--- src/rtl/mips_out_capture.sv ---
// Timestamped FWFT trace buffer for the MIPS core's result bus and overflow flag.
// An entry pushed at edge t is on the read port from cycle t+1; a push into a full FIFO with no pop is dropped and flagged.
module mips_out_capture #(
  parameter int DATA_W = 32,
  parameter int DEPTH  = 8,
  parameter int CNT_W  = 16
) (
  input  logic                   clk,
  input  logic                   rst,
  input  logic [DATA_W-1:0]      mipsOut,
  input  logic                   overflow,
  input  logic                   capEn,
  input  logic                   clr,
  input  logic                   rdReady,
  output logic                   rdValid,
  output logic [DATA_W-1:0]      rdData,
  output logic [CNT_W-1:0]       rdStamp,
  output logic                   rdOvf,
  output logic [$clog2(DEPTH):0] count,
  output logic                   full,
  output logic                   dropped,
  output logic                   ovfSticky,
  output logic [CNT_W-1:0]       cycleCnt
);

  localparam int AW = $clog2(DEPTH);
  localparam logic [AW:0] DEPTH_CNT = DEPTH[AW:0];

  typedef struct packed {
    logic [DATA_W-1:0] dat;
    logic [CNT_W-1:0]  stamp;
    logic              ovf;
  } entry_t;

  entry_t            mem [DEPTH];
  entry_t            head;
  entry_t            wr_entry;
  logic [AW-1:0]     wr_ptr;
  logic [AW-1:0]     rd_ptr;
  logic [AW:0]       occ;
  logic [DATA_W-1:0] prev_out;
  logic              prev_ovf;
  logic              hit;
  logic              do_push;
  logic              do_pop;
  logic              lost;

  assign rdValid = (occ != '0);
  assign full    = (occ == DEPTH_CNT);
  assign count   = occ;

  // A pop in the same cycle frees a slot, so a full FIFO still accepts the push.
  always_comb begin
    hit      = capEn && ((mipsOut != prev_out) || (overflow && !prev_ovf));
    do_pop   = rdValid && rdReady && !clr;
    do_push  = hit && !clr && (!full || do_pop);
    lost     = hit && !clr && full && !do_pop;
    wr_entry = '{dat: mipsOut, stamp: cycleCnt, ovf: overflow};
  end

  assign head    = mem[rd_ptr];
  assign rdData  = rdValid ? head.dat   : '0;
  assign rdStamp = rdValid ? head.stamp : '0;
  assign rdOvf   = rdValid ? head.ovf   : 1'b0;

  always_ff @(posedge clk or posedge rst) begin
    if (rst) begin
      cycleCnt  <= '0;
      prev_out  <= '0;
      prev_ovf  <= 1'b0;
      wr_ptr    <= '0;
      rd_ptr    <= '0;
      occ       <= '0;
      dropped   <= 1'b0;
      ovfSticky <= 1'b0;
    end else begin
      cycleCnt <= cycleCnt + CNT_W'(1);
      prev_out <= mipsOut;
      prev_ovf <= overflow;
      if (clr) begin
        wr_ptr    <= '0;
        rd_ptr    <= '0;
        occ       <= '0;
        dropped   <= 1'b0;
        ovfSticky <= 1'b0;
      end else begin
        if (do_push) wr_ptr <= wr_ptr + AW'(1);
        if (do_pop)  rd_ptr <= rd_ptr + AW'(1);
        if (do_push && !do_pop)
          occ <= occ + (AW+1)'(1);
        else if (do_pop && !do_push)
          occ <= occ - (AW+1)'(1);
        if (lost)     dropped   <= 1'b1;
        if (overflow) ovfSticky <= 1'b1;
      end
    end
  end

  // Storage needs no reset: the read port is masked whenever the FIFO is empty.
  always_ff @(posedge clk) begin
    if (do_push && !rst) mem[wr_ptr] <= wr_entry;
  end

endmodule

--- config.mk ---
export PLATFORM = sky130hd
export DESIGN_NAME = mips_out_capture
export DESIGN_NICKNAME = d
export VERILOG_FILES = /design/src/rtl/mips_out_capture.sv
export SDC_FILE = /design/constraint.sdc
export NUM_CORES = 1
export LEC_CHECK = 0
export CAP_MARGIN = 20
export CORE_ASPECT_RATIO = 2
export CORE_MARGIN = 2
export CORE_UTILIZATION = 30
export DETAILED_ROUTE_END_ITERATION = 10
export PLACE_DENSITY_LB_ADDON = 0.15
export REMOVE_ABC_BUFFERS = 1
export SLEW_MARGIN = 25
export SYNTH_ARGS = -nofsm -noshare
export SYNTH_HDL_FRONTEND = slang
export SYNTH_SLANG_ARGS = --single-unit
--- constraint.sdc ---
create_clock -name clk -period 6.3 [get_ports clk]
set_clock_uncertainty 0.2 [all_clocks]
set_input_delay 1.89 -clock clk [delete_from_list [all_inputs] [get_ports clk]]
set_output_delay 1.89 -clock clk [all_outputs]
set_load 0.03 [all_outputs]
==> out/metrics.csv <==
stage;metric;value;unit
cts;tritoncts;done;
place;numPortBuffers;110;
setup_path;r2r_setup_slack;2.82;ns
run_status;outcome;finished clean;
drt;route.vias.total;8558;
yosys;yosys.cell_types.count;39;
yosys;syn_inst;862;
final_layout;final_common_cell;edfxtp_1;
sta;relative_max_transition_margin;41.78;%
drt;drtAntennaViolNets;0;
drt;wl_per_cell;23.63;um
yosys;number_of_flip_flops_and_latches_in_the_synthesized_netlist;453;
cts;cts_made_buffers;41;
hold_path;whs_endpoint;ovfSticky;
drt;drt_iter0_drc;535;
cts;cts.root.buffer_cell;clkbuf_16;
sta;final-max-slew-violation-count;0;
global_routing;grt-ovfl-total;0;
floorplanning;floorplan.initialDensity;30.27;%
global_routing;grt_usage;14.43;%
final_layout;layout_common_cells;edfxtp_1 (392), clkdlybuf4s50_1 (110), mux4_2 (98), nor2_1 (61), dfrtp_1 (58);
place;globalplace.congestion;0.6938;
yosys;yosys.area.top_type;edfxtp_1;
sta;finalHoldViolCount;0;
global_routing;grt_start_max_net_pins;62;
final_layout;fill_cells;5416;
place;place_hpwl;25.19;mm
sta;period_share;85.35;%
final_layout;post_route_cells_drive_above_1_share;21.14;%
drt;post-route-drc-count;0;
hold_path;hold_path_startpoint;ovfSticky;
place;pre_cts_ws;0.7777;ns
drt;dr.pass1.iters;4;
final_layout;num-nets-final;1066;
final_layout;area.growth.synth_to_final;21.62;%
setup_path;crit_path_start_kind;flop;
cts;worst_skew_pair.late_latency;0.55;ns
cts;ctsHoldBuffers;0;
setup_path;timing.setup.critical_path_class;reg -> out;
sta;fmaxAchievable;186.0;MHz
power_and_ir_drop;static_leakage;6.808;nW
sta;totalNegativeSetupSlack;0;ns
place;post-place-cells;1741;
sta;tightest_slew;0.8706;ns
yosys;synth-edff-count;392;
sta;setup_viol;0;
cts;cts.clk_slew.worst_paths;0.06;ns
global_routing;number_of_global_route_vias_before_repair;9637;
final_layout;n_antenna_cell;0;
hold_path;worst_hold_path_cell_count;2;
setup_path;cp-end-kind;output pin;
cts;clock_path_buffers;3;
sta;grt_setup_unrepaired;no;
setup_path;timing.critical_path.required;4.21;ns
yosys;synth_sequential_area_ratio;75.92;%
sta;finalWorstSetupSlack;0.9230;ns
final_layout;final_cells;1817;
floorplanning;die_height;345.7;um
cts;cts_repair_resize_count;0;
floorplanning;row_count;125;
floorplanning;die_w;174.9;um
floorplanning;ios;111;
yosys;synth_top_flop_cell;edfxtp_1;
floorplanning;coreArea;57870;sq um
setup_path;r2r-end;count[3];
job;maxCapViolations;0;
final_layout;post-route-util;36.81;%
setup_path;r2r_cells;10;
yosys;netlist.area_leader.share;67.20;%
global_routing;grt_pass1_wl;64.21;mm
cts;clock_tree.htree_level_count;2;
yosys;synth_async_sr_flop_share;13.47;%
yosys;synth_area_leaders;edfxtp_1 (67%), mux4_2 (13%), dfrtp_1 (8.7%), mux2i_1 (3.0%), xnor2_1 (1.9%);
drt;viasPerCell;4.710;
hold_path;hold_class;reg -> reg;
setup_path;worst_ep_arrival_time;3.29;ns
yosys;netlist_area;17520;sq um
setup_path;crit-reg2reg-launch;count[0];
cts;setup_buffers_after_cts;0;
sta;post-route-min-period;5.377;ns
yosys;ys.warnings.count;0;
setup_path;crit_path_max_fo;30;
global_routing;antenna_found_initial;2;
cts;cts.sink_count;453;
power_and_ir_drop;irDropWorstVdd;200.8;uV
yosys;post_synth.cell_area_avg;20.32;sq um
drt;detail_route.wirelength;42.94;mm
floorplanning;fp.dieArea;60450;sq um
power_and_ir_drop;pwr_density_cell;366.2;nW/um^2
routing by layer:
| layer | global-route usage [%] | wire length (um) | vias to the layer above |
|---|---|---|---|
| li1 | - | - | 3756 |
| met1 | 16.86 | 17110 | 4577 |
| met2 | 26.99 | 23350 | 156 |
| met3 | 2.199 | 1432 | 65 |
| met4 | 4.218 | 1018 | 4 |
| met5 | 0 | 24 | - |
critical path, stage by stage (launching register included):
cell and delay [ns]:
dfrtp_4 0.87, buf_4 0.42, mux4_2 0.56, mux2i_1 0.20
nor2_1 0.06, clkdlybuf4s50_1 0.60
metrics by stage:
stage	power (mW)	cell area, sq um	hold WS [ns]
after global routing	8.115	21300	0.3851
final	7.802	21300	0.3213
after floorplan	4.571	17350	0.3593
after global placement	5.325	19890	0.2978
after detailed placement	5.327	19890	0.2901
after CTS	7.948	21300	0.3262
how the worst max path moves through the flow:
| stage | slack, ns | cells past startpoint | startpoint | end |
|---|---|---|---|---|
| 2_1_floorplan | -1.28 | 3 | rst | mem[6][0] |
| 3_3_place_gp | 0.77 | 13 | mipsOut[31] | count[2] |
| 3_5_place_dp | 0.78 | 13 | mipsOut[19] | count[2] |
| 4_1_cts | 0.77 | 5 | rd_ptr[0] | rdData[11] |
| 5_1_grt | 0.70 | 5 | rd_ptr[0] | rdData[11] |
| 6_report | 0.92 | 5 | rd_ptr[0] | rdData[11] |
layout make-up:
cell class	instances	area, sq um	area share, %
Inverter	10	37.54	0.1762
Timing Repair Buffer	156	1538	7.218
Clock buffer	62	1227	5.762
Tap cell	762	953.4	4.476
Sequential cell	453	13310	62.48
Multi-Input combinational cell	360	4060	19.06
Clock inverter	14	177.7	0.8340
synthesized netlist by cell type (2+ instances only):
cell type  count
nand4_1       11
nor2b_1        2
ha_1           5
buf_1          2
mux4_2        98
nand2b_1       5
and3_1         4
nand3_1        9
a21oi_1        4
xnor2_1       37
clkbuf_1      23
nor2_1        61
nand2_1       17
dfrtp_1       61
mux2i_1       52
o21ai_0        5
o21bai_1       2
xor2_1        10
a21o_1         2
inv_1         10
buf_2         13
edfxtp_1     392
nor4_1         2
nor3_1        20
state kept, by name, indices dropped and copies added (netlist names):
signal	flops
wr_ptr	3
mem	392
rd_ptr	3
prev_ovf	1
cycleCnt	16
dropped	1
count	4
ovfSticky	1
prev_out	32
power by group:
part           switching, mW  internal [mW]  total, mW
combinational           1.02          0.789       1.81
clock                   1.08           1.52       2.60
sequential            0.0922           3.30       3.40
cell families (layout without fill, tap and decap cells):
family	count (synthesis)	in the layout	share of synthesized area, %
flip-flops	453	453	75.92
XOR/XNOR	47	47	2.350
AO/OA/AOI/OAI	17	17	0.6786
multiplexers	150	150	15.57
buffers and inverters	49	242	1.164
adder cells (fa/ha/maj)	6	6	0.4715
AND/OR/NAND/NOR	140	140	3.843
Power figures use the tool's default switching activity.
